==> src/rtl/ram_arbiter_if.sv <==
// Bundle of requester handshakes, read result and RAM pins shared by the arbiter.
// The arbiter takes the slave view; requesters and the RAM model take the master view.
interface ram_arbiter_if #(
  parameter int ADDR_W = 5,
  parameter int DATA_W = 32
);
  logic              a_req;
  logic              a_we;
  logic [ADDR_W-1:0] a_addr;
  logic [DATA_W-1:0] a_wdata;
  logic              a_ack;
  logic              b_req;
  logic              b_we;
  logic [ADDR_W-1:0] b_addr;
  logic [DATA_W-1:0] b_wdata;
  logic              b_ack;
  logic [DATA_W-1:0] rdata;
  logic              busy;
  logic [ADDR_W-1:0] address;
  logic              writeOn;
  logic [DATA_W-1:0] data_in;
  logic [DATA_W-1:0] data_out;

  modport slave (
    input  a_req, a_we, a_addr, a_wdata,
    input  b_req, b_we, b_addr, b_wdata,
    input  data_out,
    output a_ack, b_ack, rdata, busy, address, writeOn, data_in
  );

  modport master (
    output a_req, a_we, a_addr, a_wdata,
    output b_req, b_we, b_addr, b_wdata,
    output data_out,
    input  a_ack, b_ack, rdata, busy, address, writeOn, data_in
  );
endinterface

==> src/rtl/ram_arbiter.sv <==
// Round-robin arbiter sharing one asynchronous RAM between two requesters,
// sequencing each access as IDLE -> SETUP -> STROBE -> RELEASE with registered pins.
module ram_arbiter #(
  parameter int ADDR_W = 5,
  parameter int DATA_W = 32
) (
  input  logic           clk,
  input  logic           rst,
  ram_arbiter_if.slave   bus
);

  typedef enum logic [1:0] {IDLE, SETUP, STROBE, RELEASE} state_t;

  state_t            state_q;
  logic              last_b_q;
  logic              gnt_b_q;
  logic              we_q;
  logic [ADDR_W-1:0] address_q;
  logic [DATA_W-1:0] data_in_q;
  logic [DATA_W-1:0] rdata_q;
  logic              writeOn_q;
  logic              a_ack_q;
  logic              b_ack_q;
  logic              busy_q;

  logic              take_b_d;

  // B wins only when A is absent, or on a tie when A was served last.
  always_comb begin
    take_b_d = bus.b_req & (~bus.a_req | ~last_b_q);
  end

  always_ff @(posedge clk or posedge rst) begin
    if (rst) begin
      state_q   <= IDLE;
      last_b_q  <= 1'b1;
      gnt_b_q   <= 1'b0;
      we_q      <= 1'b0;
      address_q <= '0;
      data_in_q <= '0;
      rdata_q   <= '0;
      writeOn_q <= 1'b0;
      a_ack_q   <= 1'b0;
      b_ack_q   <= 1'b0;
      busy_q    <= 1'b0;
    end else begin
      a_ack_q <= 1'b0;
      b_ack_q <= 1'b0;
      case (state_q)
        IDLE: begin
          if (bus.a_req || bus.b_req) begin
            gnt_b_q   <= take_b_d;
            last_b_q  <= take_b_d;
            we_q      <= take_b_d ? bus.b_we    : bus.a_we;
            address_q <= take_b_d ? bus.b_addr  : bus.a_addr;
            data_in_q <= take_b_d ? bus.b_wdata : bus.a_wdata;
            busy_q    <= 1'b1;
            state_q   <= SETUP;
          end
        end
        SETUP: begin
          writeOn_q <= we_q;
          state_q   <= STROBE;
        end
        STROBE: begin
          // Address and data stay put through this edge, so the RAM write completes cleanly.
          writeOn_q <= 1'b0;
          if (!we_q) rdata_q <= bus.data_out;
          a_ack_q   <= ~gnt_b_q;
          b_ack_q   <= gnt_b_q;
          state_q   <= RELEASE;
        end
        RELEASE: begin
          busy_q  <= 1'b0;
          state_q <= IDLE;
        end
        default: state_q <= IDLE;
      endcase
    end
  end

  assign bus.a_ack   = a_ack_q;
  assign bus.b_ack   = b_ack_q;
  assign bus.rdata   = rdata_q;
  assign bus.busy    = busy_q;
  assign bus.address = address_q;
  assign bus.writeOn = writeOn_q;
  assign bus.data_in = data_in_q;

endmodule

==> src/flat_wrapper.sv <==
// flat-port wrapper written by rule: the top's interface ports become plain ports
module ram_arbiter_flat 
#(
  parameter int ADDR_W = 5,
  parameter int DATA_W = 32
)
  (clk, rst, bus_a_req, bus_a_we, bus_a_addr, bus_a_wdata, bus_b_req, bus_b_we, bus_b_addr, bus_b_wdata, bus_data_out, bus_a_ack, bus_b_ack, bus_rdata, bus_busy, bus_address, bus_writeOn, bus_data_in);
  ram_arbiter_if #(.ADDR_W(ADDR_W), .DATA_W(DATA_W)) bus_i ();
  input  logic clk;
  input  logic rst;
  input wire logic [$bits(bus_i.a_req)-1:0] bus_a_req;
  input wire logic [$bits(bus_i.a_we)-1:0] bus_a_we;
  input wire logic [$bits(bus_i.a_addr)-1:0] bus_a_addr;
  input wire logic [$bits(bus_i.a_wdata)-1:0] bus_a_wdata;
  input wire logic [$bits(bus_i.b_req)-1:0] bus_b_req;
  input wire logic [$bits(bus_i.b_we)-1:0] bus_b_we;
  input wire logic [$bits(bus_i.b_addr)-1:0] bus_b_addr;
  input wire logic [$bits(bus_i.b_wdata)-1:0] bus_b_wdata;
  input wire logic [$bits(bus_i.data_out)-1:0] bus_data_out;
  output wire logic [$bits(bus_i.a_ack)-1:0] bus_a_ack;
  output wire logic [$bits(bus_i.b_ack)-1:0] bus_b_ack;
  output wire logic [$bits(bus_i.rdata)-1:0] bus_rdata;
  output wire logic [$bits(bus_i.busy)-1:0] bus_busy;
  output wire logic [$bits(bus_i.address)-1:0] bus_address;
  output wire logic [$bits(bus_i.writeOn)-1:0] bus_writeOn;
  output wire logic [$bits(bus_i.data_in)-1:0] bus_data_in;
  assign bus_i.a_req = bus_a_req;
  assign bus_i.a_we = bus_a_we;
  assign bus_i.a_addr = bus_a_addr;
  assign bus_i.a_wdata = bus_a_wdata;
  assign bus_i.b_req = bus_b_req;
  assign bus_i.b_we = bus_b_we;
  assign bus_i.b_addr = bus_b_addr;
  assign bus_i.b_wdata = bus_b_wdata;
  assign bus_i.data_out = bus_data_out;
  assign bus_a_ack = bus_i.a_ack;
  assign bus_b_ack = bus_i.b_ack;
  assign bus_rdata = bus_i.rdata;
  assign bus_busy = bus_i.busy;
  assign bus_address = bus_i.address;
  assign bus_writeOn = bus_i.writeOn;
  assign bus_data_in = bus_i.data_in;
  ram_arbiter #(.ADDR_W(ADDR_W), .DATA_W(DATA_W)) u_core (.clk(clk), .rst(rst), .bus(bus_i));
endmodule
==> config.mk <==
export PLATFORM = sky130hd
export DESIGN_NAME = ram_arbiter_flat
export DESIGN_NICKNAME = d
export VERILOG_FILES = /design/src/rtl/ram_arbiter_if.sv /design/src/rtl/ram_arbiter.sv /design/src/flat_wrapper.sv
export SDC_FILE = /design/constraint.sdc
export NUM_CORES = 1
export LEC_CHECK = 0
export ABC_AREA = 1
export BUFFER_PORTS_ARGS = -buffer_cell sky130_fd_sc_hd__buf_4
export CAP_MARGIN = 15
export CORE_UTILIZATION = 42
export DETAILED_ROUTE_END_ITERATION = 16
export HOLD_SLACK_MARGIN = 0.03
export PLACE_DENSITY = 0.86
export SLEW_MARGIN = 20
export SYNTH_ARGS = -nofsm -noshare
export SYNTH_HDL_FRONTEND = slang
export SYNTH_SLANG_ARGS = --single-unit
==> constraint.sdc <==
create_clock -name clk -period 2 [get_ports clk]
set_input_delay 0.1 -clock clk [delete_from_list [all_inputs] [get_ports clk]]
set_output_delay 0.1 -clock clk [all_outputs]
set_load 0.1 [all_outputs]
## After elaboration in Yosys (flattened, before gate mapping)

Index checks and enable logic that the tools add are counted.

- Logic and storage cells: 38
- Flip-flop bits (word level): 78

- Equal/unequal tests: 4
- Mux-type cells: 10
- Reduce and logical (&&, ||, !) cells: 7
- Bitwise logic cells: 6

Operators by type and width:

| operator | count |
|---|---|
| two-way mux 32 bit | 1 |
| case mux 2 bit (4 select lines) | 1 |
| AND reduction 2 bit | 3 |
| two-way mux 5 bit | 1 |
| == test 2 bit (second input constant) | 2 |
| two-way mux 1 bit | 4 |
| NOT 1 bit | 4 |
| case mux 1 bit (2 select lines) | 2 |
| nonzero test 2 bit | 2 |
| == test 2 x 1 -> 1 bit (second input constant) | 1 |
| logical NOT 2 bit | 1 |
| two-way mux 2 bit | 1 |
| != test 2 x 1 -> 1 bit (second input constant) | 1 |
| AND 1 bit | 1 |
| logical OR 1 bit | 1 |
| OR 1 bit | 1 |

## Depth between registers and ports, before layout

Gate-level depths: netlist of the first run.

- Depth after elaboration: 4
- Gate-level depth with buffers: 8

## Worst setup path before layout of the first run

Ideal clock, no wire load.

- Path kind: register to register
- From: register u_core.state_q[0]
- To: register u_core.rdata_q[10], in the netlist u_core.bus.rdata[10]
- Required time: 1875 ps
- Clock period less this slack: 1452 ps
- Arrival: 1327 ps
- Path slack: 548 ps
- Cell stages (with the launch flop): 9
- Setup time: 125 ps
- Path through: dfrtp_1 inv_1 ha_1 inv_2 or2_1 buf_4 buf_4 nand2_1 o21ai_1

- Word-level cells in the longest chain between the ends: 2

RTL lines:

| what | RTL line | source |
|---|---|---|
| start, declared | ram_arbiter.sv:14 | `state_t state_q;` |
| start signal, assigned | ram_arbiter.sv:35 | `state_q <= IDLE;` |
| start signal, assigned | ram_arbiter.sv:58 | `state_q <= SETUP;` |
| start signal, assigned | ram_arbiter.sv:63 | `state_q <= STROBE;` |
| == test 2 bit | ram_arbiter.sv:49 | `case (state_q)` |
| AND reduction 2 bit (no source line) | n/a |  |
| end signal, assigned | ram_arbiter.sv:68 | `if (!we_q) rdata_q <= bus.data_out;` |
| end, declared | ram_arbiter.sv:20 | `logic [DATA_W-1:0] rdata_q;` |

Every way passes these cells.
A chain may end at the register's enable or synchronous reset.

## Worst setup path in the final report of the first run

- From: register u_core.last_b_q
- To: register u_core.data_in_q[27], in the netlist u_core.bus.data_in[27]

- Word-level cells in the longest chain between the ends: 4

RTL lines:

| what | RTL line | source |
|---|---|---|
| start, declared | ram_arbiter.sv:15 | `logic last_b_q;` |
| start signal, assigned | ram_arbiter.sv:53 | `last_b_q <= take_b_d;` |
| NOT 1 bit | ram_arbiter.sv:30 | `take_b_d = bus.b_req & (~bus.a_req \| ~last_b_q);` |
| OR 1 bit | ram_arbiter.sv:30 |  |
| AND 1 bit | ram_arbiter.sv:30 |  |
| two-way mux 32 bit | ram_arbiter.sv:56 | `data_in_q <= take_b_d ? bus.b_wdata : bus.a_wdata;` |
| end signal, assigned | ram_arbiter.sv:56 |  |
| end, declared | ram_arbiter.sv:19 | `logic [DATA_W-1:0] data_in_q;` |

Every way passes these cells.

==> impl_metrics.yaml, run 1 <==
synthesis:
  synth_top_family_by_area: "simple AND/OR/NAND/NOR gates"
  synth_fa_ha_area_share_pct: 1.31
  syn_nets: 620
  synth_warnings: 0
  synth_compound_area_share_pct: 4.94
  synth-xor-area-share_pct: 0
  synth_area_per_cell_um2: 7.58
  synth_area_leaders: "dfrtp_1, nand2_1, inv_1"
  yosysTopAreaCellShare_pct: 50.4
  syn-cell-area_mm2: 0.00382
  ys_seq_area_share_pct: 51.1
  synth_mux_area_share_pct: 0
  yosysUniqueCellTypes: 17
  synth_seq_cells: 78
  synth-simple-area-share_pct: 26.2
  yosys.area.top_type: "dfrtp_1"
  synthCells: 504
cts:
  root_buffer: "clkbuf_8"
  h-tree-depth: 3
  cts_sinks: 78
  cts_tree: "done"
  cts_made_buffers: 9
  post_cts_buffers: 0
  clk_pin_slew_ns: 0.08
  clock_latency_ns: 0.34
  cts_buffer_depth: 2
floorplanning:
  start_util_pct: 43.6
  dieArea_mm2: 0.00949
  die-height_um: 97.4
  placementRows: 34
  io-pin-count: 185
  die_w_um: 97.4
  coreArea_mm2: 0.00876
worst_hold_path:
  hold_path.class: "input pin to register"
  hp-start: "bus_a_wdata[17]"
  worstHoldPathCells: 5
  min_to: "u_core.bus.data_in[17]"
worst_setup_path:
  cp_common_cell: "nand2_1"
  startpoint_type: "register"
  r2r-end: "u_core.bus.data_in[27]"
  worstReg2RegStart: "u_core.last_b_q"
  cp.arrival_ns: 1.88
  slowest_stage: "dfstp_2"
  rr_worst_depth: 6
  required_ns: 2.23
  critPathMaxStageDelay_ns: 0.54
  timing.critical_path.fanout_max: 26
  path_cells: "nand2_1, nand2_1, buf_4, nand2_1, nand3_1, nand2_1"
  cp-end-kind: "register"
  criticalPathCategory: "register to register"
  r2r_setup_slack_ns: 0.35
sta:
  slew_headroom_pct: 30.5
  grt_setup_unrepaired: "no"
  worstMarginPinSlew_ns: 1.04
  fmax_ghz: 0.606
  fin_crit_sh_pct: 82.5
  fin_hold_ws_ns: 0.0519
  fin_crit_ns: 1.65
  setup_viol: 0
  hold_viol_final: 0
  drv_slew: 0
  setup_tns_ns: 0
  fin_skew_ns: 0.00922
drt:
  drc: 0
  drtPass1Iterations: 4
  viasPerCell: 4.71
  wl_um: 10800
  dr.first_iter.drc_count: 151
  drtAntennaViolNets: 0
  vias: 3889
  wire_per_inst_um: 13.1
run_status:
  status: "complete, no violations"
finish:
  layout.cells.most_common: "buf_4"
  final_layout_size_suffix_gt1_share_pct: 30.0
  area_growth_pct: 50.7
  nNetsFinal: 828
  final_cell_mix: "buf_4, nand2_1, inv_1, nand3_1, dfrtp_1"
  diodes: 0
job:
  cap_viol_max_count: 0
placed_design:
  hpwl_um: 7350
  portBuffers: 184
  globalplace.congestion: 0.785
global_routing:
  grt_pass1_wl_um: 17700
  overflow: 0
  grt_usage_pct: 23.3
  grt_pass1_vias: 3735
  grt_max_degree: 65
  grt_antenna_before_repair: 0
## registers in the layout (all words and copies together) (netlist names)
| register | flops |
|---|---|
| u_core.bus.a_ack | 1 |
| u_core.bus.address | 5 |
| u_core.bus.b_ack | 1 |
| u_core.bus.busy | 1 |
| u_core.bus.data_in | 32 |
| u_core.bus.rdata | 32 |
| u_core.bus.writeOn | 1 |
| u_core.gnt_b_q | 1 |
| u_core.last_b_q | 1 |
| u_core.state_q | 2 |
| u_core.we_q | 1 |
## cell usage after synthesis
cell type	n
nor2_1	3
nand2_1	158
buf_6	6
nand3_1	78
dfrtp_1	77
or2_1	1
buf_2	11
buf_4	6
o21ai_2	1
o21ai_0	4
dfstp_2	1
inv_2	1
inv_1	116
clkbuf_1	4
ha_1	4
o21ai_1	32
clkbuf_4	1
## how the worst max path moves through the flow
stage                      startpoint                endpoint  slack [ns]  depth (start not counted)
floorplan           u_core.state_q[0]    u_core.bus.rdata[10]        0.55                          8
global placement    u_core.state_q[0]     u_core.bus.rdata[1]        0.25                          6
detailed placement  u_core.state_q[0]    u_core.bus.rdata[12]        0.14                          6
CTS                 u_core.state_q[0]    u_core.bus.rdata[12]        0.11                          6
global route        u_core.state_q[0]     u_core.bus.rdata[5]        0.22                          6
finish                u_core.last_b_q  u_core.bus.data_in[27]        0.35                          6
## per-layer routing
metal  share of wire (%)  track usage, %
met1                  42            29.2
met3                 7.3            4.24
met2                  50            40.5
met5                   0               0
met4                 1.5            7.92
## critical path, delay by kind of cell, from the launching register on
family | cells | cell delay [ns]
and+or+nand+nor | 5 | 0.71
DFF | 1 | 0.54
buffers and inverters | 1 | 0.29
## layout make-up
cell class / count / area (um2)
clock inverters: 7 / 72.6
inverters: 117 / 443
repair buffers: 225 / 1780
multi-input cells: 281 / 1250
well taps: 108 / 135
fillers: 680 / 3000
flip-flops and latches: 78 / 1950
clock buffers: 9 / 124
## cell families after synthesis
logic type                 Yosys count
DFF                                 78
buffers and inverters              145
adders and majority gates            4
AOI/OAI and AO/OA                   37
and+or+nand+nor                    240
## stage by stage
step / worst slack [ns] / cells / util, % / instance area, um2
2_1_floorplan: 0.548 / 504 / - / 3830
3_3_place_gp: 0.252 / 777 / 59.8 / 5240
3_5_place_dp: 0.137 / 777 / 59.8 / 5240
4_1_cts: 0.114 / 825 / 65.7 / 5760
5_1_grt: 0.222 / 825 / 65.7 / 5760
6_report: 0.350 / 825 / 65.7 / 5760
## repair_timing
item                                   in CTS  in global routing
hold buffers                               32                  0
setup endpoints to repair                   0                 32
endpoints found under the hold margin      52                  0
resized for setup                           0                  1
Power of run 1 is left out: the tool's default activity adds up to more than one toggle a clock period on the data nets, which glitch-free logic cannot reach.
==> run 2, diff against run 1 <==
--- a/config.mk
+++ b/config.mk
@@ -11,7 +11,7 @@
 export CORE_UTILIZATION = 42
 export DETAILED_ROUTE_END_ITERATION = 16
 export HOLD_SLACK_MARGIN = 0.03
-export PLACE_DENSITY = 0.86
+export PLACE_DENSITY = 0.83
 export SLEW_MARGIN = 20
 export SYNTH_ARGS = -nofsm -noshare
 export SYNTH_HDL_FRONTEND = slang
==> constraint.sdc (replaced) <==
create_clock -name clk -period 1.6 [get_ports clk]
set_input_delay 0.08 -clock clk [delete_from_list [all_inputs] [get_ports clk]]
set_output_delay 0.08 -clock clk [all_outputs]
set_load 0.1 [all_outputs]
==> impl_metrics.yaml, run 2 (synthesis results as in run 1) <==
run_status:
  status: "complete, no violations"
worst_setup_path:
  timing.critical_path.max_delay_family: "flip-flops"
  worstReg2RegStart: "u_core.state_q[0]"
  crit_start: "u_core.state_q[0]"
  path_cells: "inv_2, ha_2, inv_2, or2_4, clkbuf_16, nand2_1, o21ai_1"
  worst-path-buf-inv: 3
  cp.arrival_ns: 1.70
  critPathMaxStageDelay_ns: 0.41
  timing.critical_path.fanout_max: 16
  startpoint_type: "register"
  slowest_stage: "dfrtp_1"
  required_ns: 1.82
  cp-end-kind: "register"
  cp_common_cell: "inv_2"
  criticalPathCategory: "register to register"
  r2r_setup_slack_ns: 0.12
global_routing:
  grt_usage_pct: 24.8
  grt_pass1_vias: 4067
  grt_pass1_wl_um: 18900
  grt_antenna_before_repair: 0
  grt_max_degree: 65
  overflow: 0
drt:
  drtPass1Iterations: 7
  wire_per_inst_um: 13.9
  viasPerCell: 4.86
  drc: 0
  drtAntennaViolNets: 0
  wl_um: 11800
  dr.first_iter.drc_count: 216
  vias: 4122
sta:
  fin_crit_ns: 1.48
  setup_viol: 0
  drv_slew: 0
  fmax_ghz: 0.677
  worstMarginPinSlew_ns: 0.517
  fin_crit_sh_pct: 92.3
  fin_skew_ns: 0.0108
  grt_setup_unrepaired: "yes"
  hold_viol_final: 0
  slew_headroom_pct: 65.5
  fin_hold_ws_ns: 0.0372
finish:
  final_cell_mix: "buf_4, nand2_1, inv_1, nand3_1, dfrtp_1"
  area_growth_pct: 59.5
  layout.cells.most_common: "buf_4"
  diodes: 0
  fillers: 664
  nNetsFinal: 852
  final_layout_size_suffix_gt1_share_pct: 30.1
cts:
  h-tree-depth: 3
  clock_latency_ns: 0.34
  cts_made_buffers: 9
  cts_sinks: 78
  root_buffer: "clkbuf_8"
  post_cts_buffers: 0
  clk_pin_slew_ns: 0.08
  cts_tree: "done"
  cts_buffer_depth: 2
floorplanning:
  start_util_pct: 43.6
  placementRows: 34
  io-pin-count: 185
  coreArea_mm2: 0.00876
  die_w_um: 97.4
  die-height_um: 97.4
  dieArea_mm2: 0.00949
placed_design:
  hpwl_um: 7300
  globalplace.congestion: 0.772
  portBuffers: 184
job:
  cap_viol_max_count: 0
worst_hold_path:
  hp-start: "bus_a_wdata[26]"
  hold_path.class: "input pin to register"
==> run 2: changes by cell type in the layout (fill, tap and decap cells not counted), sizes merged <==
cell / before / now
inv: 118 / 116
dlygate4sd3: 32 / 50
clkbuf: 9 / 13
buf: 193 / 197
==> run 2: final timing paths <==
check / cells after the start / endpoint
max in group asynchronous: 4 / u_core.last_b_q
max reg2reg: 7 / u_core.bus.rdata[30]
min in group asynchronous: 3 / u_core.bus.rdata[13]
max: 7 / u_core.bus.rdata[30]
min reg2reg: 2 / u_core.last_b_q
min: 5 / u_core.bus.data_in[26]
==> run 2: layout make-up <==
class | instances | area [um2] | area share (%)
Inverter | 117 | 443 | 7.26
Tap cell | 108 | 135 | 2.22
Timing Repair Buffer | 249 | 2110 | 34.6
Sequential cell | 78 | 1950 | 32.0
Clock buffer | 11 | 141 | 2.32
Multi-Input combinational cell | 281 | 1260 | 20.6
Clock inverter | 5 | 58.8 | 0.964
==> run 2: stage by stage <==
stage	setup WS [ns]	cells	setup TNS (ns)	util, %	cell area, um2
after floorplan	0.148	504	0	-	3830
after global placement	0.147	780	0	60.8	5330
after detailed placement	0.0548	780	0	60.8	5330
after CTS	0.0343	846	0	68.8	6030
after global routing	-0.0116	849	-0.0116	69.6	6100
final	0.123	849	0	69.6	6100
==> run 2: metal layers <==
metal	share of wire, %	GRT usage (%)	routed length (um)
met5	0	0	0
met4	2.1	8.82	253
met3	6.6	5.25	778
met2	53	45.1	6190
met1	39	28.5	4560
==> run 2: what timing repair did <==
action | 4_1_cts | 5_1_grt
resized for setup | 0 | 4
endpoints found under the hold margin | 69 | 0
setup endpoints to repair | 0 | 70
hold buffers | 50 | 0
==> run 2: worst reg2reg max path, cell delays in order, from the launching register on <==
cell       delay (ns)
dfrtp_1          0.41
inv_2            0.09
ha_2             0.20
inv_2            0.04
or2_4            0.28
clkbuf_16        0.19
nand2_1          0.07
o21ai_1          0.08
Power of run 2 is left out for the same reason.
==> run 3, diff against run 2 <==
--- a/config.mk
+++ b/config.mk
@@ -8,10 +8,11 @@
 export ABC_AREA = 1
 export BUFFER_PORTS_ARGS = -buffer_cell sky130_fd_sc_hd__buf_4
 export CAP_MARGIN = 15
-export CORE_UTILIZATION = 42
+export CORE_UTILIZATION = 39
 export DETAILED_ROUTE_END_ITERATION = 16
 export HOLD_SLACK_MARGIN = 0.03
-export PLACE_DENSITY = 0.83
+export PLACE_DENSITY = 0.78
+export REMOVE_ABC_BUFFERS = 1
 export SLEW_MARGIN = 20
 export SYNTH_ARGS = -nofsm -noshare
 export SYNTH_HDL_FRONTEND = slang
==> impl_metrics.yaml, run 3 (synthesis results as in run 1) <==
cts:
  cts_buffer_depth: 2
  cts_sinks: 78
  cts_made_buffers: 9
  clk_pin_slew_ns: 0.09
  cts_tree: "done"
  post_cts_buffers: 0
  h-tree-depth: 3
  root_buffer: "clkbuf_8"
  clock_latency_ns: 0.34
global_routing:
  grt_pass1_vias: 3801
  grt_usage_pct: 22.3
  grt_most_used_layer: "met2"
  grtUsageMet3_pct: 4.79
  grt_max_degree: 65
  overflow: 0
  grt_antenna_before_repair: 0
  use_met2_pct: 37.1
  grt_pass1_wl_um: 17900
  grt_use_met1_pct: 28.2
sta:
  drv_slew: 0
  fin_skew_ns: 0.0135
  grt_setup_unrepaired: "no"
  setup_viol: 0
  slew_headroom_pct: 80.4
  worstMarginPinSlew_ns: 0.293
  fmax_ghz: 0.657
  setup_tns_ns: 0
  fin_crit_sh_pct: 95.1
  fin_crit_ns: 1.52
  fin_ws_ns: 0.0786
  hold_viol_final: 0
drt:
  drtPass1Iterations: 5
  dr.first_iter.drc_count: 142
  viasPerCell: 4.67
  drtAntennaViolNets: 0
  vias: 4040
  wl_um: 11900
  wire_per_inst_um: 13.8
  drc: 0
finish:
  nNetsFinal: 848
  diodes: 0
  layout.cells.most_common: "buf_4"
  final_layout_size_suffix_gt1_share_pct: 30.4
  area_growth_pct: 60.0
  final_cell_mix: "buf_4, nand2_1, inv_1, nand3_1, dfrtp_1"
worst_setup_path:
  r2r_setup_slack_ns: 0.08
  startpoint_type: "register"
  worstReg2RegStart: "u_core.state_q[0]"
  r2r-end: "u_core.bus.rdata[6]"
  rr_worst_depth: 6
  timing.critical_path.fanout_max: 16
  critPathMaxStageDelay_ns: 0.41
  cp_common_cell: "inv_2"
  path_cells: "inv_2, ha_2, inv_2, or2_4, clkbuf_16, o21ai_1"
  cp-end-kind: "register"
  slowest_stage: "dfrtp_1"
  criticalPathCategory: "register to register"
  required_ns: 1.84
  cp.arrival_ns: 1.76
worst_hold_path:
  hp-start: "bus_a_we"
  min_to: "u_core.we_q"
  hold_path.class: "input pin to register"
  worstHoldPathCells: 5
floorplanning:
  io-pin-count: 185
  start_util_pct: 40.8
  die_w_um: 101
  placementRows: 35
  dieArea_mm2: 0.0102
  coreArea_mm2: 0.00937
  die-height_um: 101
run_status:
  status: "complete, no violations"
placed_design:
  hpwl_um: 7500
  portBuffers: 184
  globalplace.congestion: 0.777
  pre_cts_slack_ns: 0.0243
job:
  cap_viol_max_count: 0
[run 3: stage by stage]
| stage | utilization [%] | hold slack, ns | instances | area, um2 |
|---|---|---|---|---|
| floorplan | - | 0.213 | 476 | 3630 |
| global placement | 56.9 | 0.0210 | 801 | 5330 |
| detailed placement | 56.9 | 0.0196 | 801 | 5330 |
| CTS | 64.6 | 0.0302 | 863 | 6050 |
| global route | 65.3 | 0.0463 | 866 | 6120 |
| finish | 65.3 | 0.0413 | 866 | 6120 |
[run 3: layout make-up]
class	count	area, um2
fillers	768	3260
repair buffers	245	2040
flip-flops and latches	78	1950
multi-input cells	281	1260
inverters	117	440
well taps	129	161
clock buffers	10	138
clock inverters	6	118
[run 3: critical path: cells and delay by family (launching register included)]
kind                       cells  cell delay, ns
AOI/OAI and AO/OA              1            0.19
adders and majority gates      1            0.20
buffers and inverters          3            0.33
DFF                            1            0.41
and+or+nand+nor                1            0.28
[run 3: how the worst max path moves through the flow]
stage	from	endpoint	slack, ns	cells after the start
2_1_floorplan	u_core.state_q[0]	u_core.bus.address[0]	-0.63	6
3_3_place_gp	u_core.state_q[0]	u_core.bus.rdata[9]	0.13	7
3_5_place_dp	u_core.state_q[0]	u_core.bus.rdata[6]	0.02	7
4_1_cts	u_core.state_q[0]	u_core.bus.rdata[6]	0.002	7
5_1_grt	u_core.state_q[0]	u_core.bus.rdata[24]	0.04	6
6_report	u_core.state_q[0]	u_core.bus.rdata[6]	0.08	6
[run 3: what timing repair did]
item                                    4_1_cts  5_1_grt
endpoints found under the setup margin        1       36
resized for setup                             1        3
hold endpoints to repair                    123        0
hold buffers                                 46        0
pin swaps                                     0        0
cloned                                        0        3
[run 3: routing by layer]
layer | vias to the layer above | wire length (um)
met5 | - | 0
met1 | 1849 | 5090
met3 | 26 | 928
met2 | 210 | 5620
li1 | 1955 | -
met4 | 0 | 278
Power of run 3 is left out for the same reason.
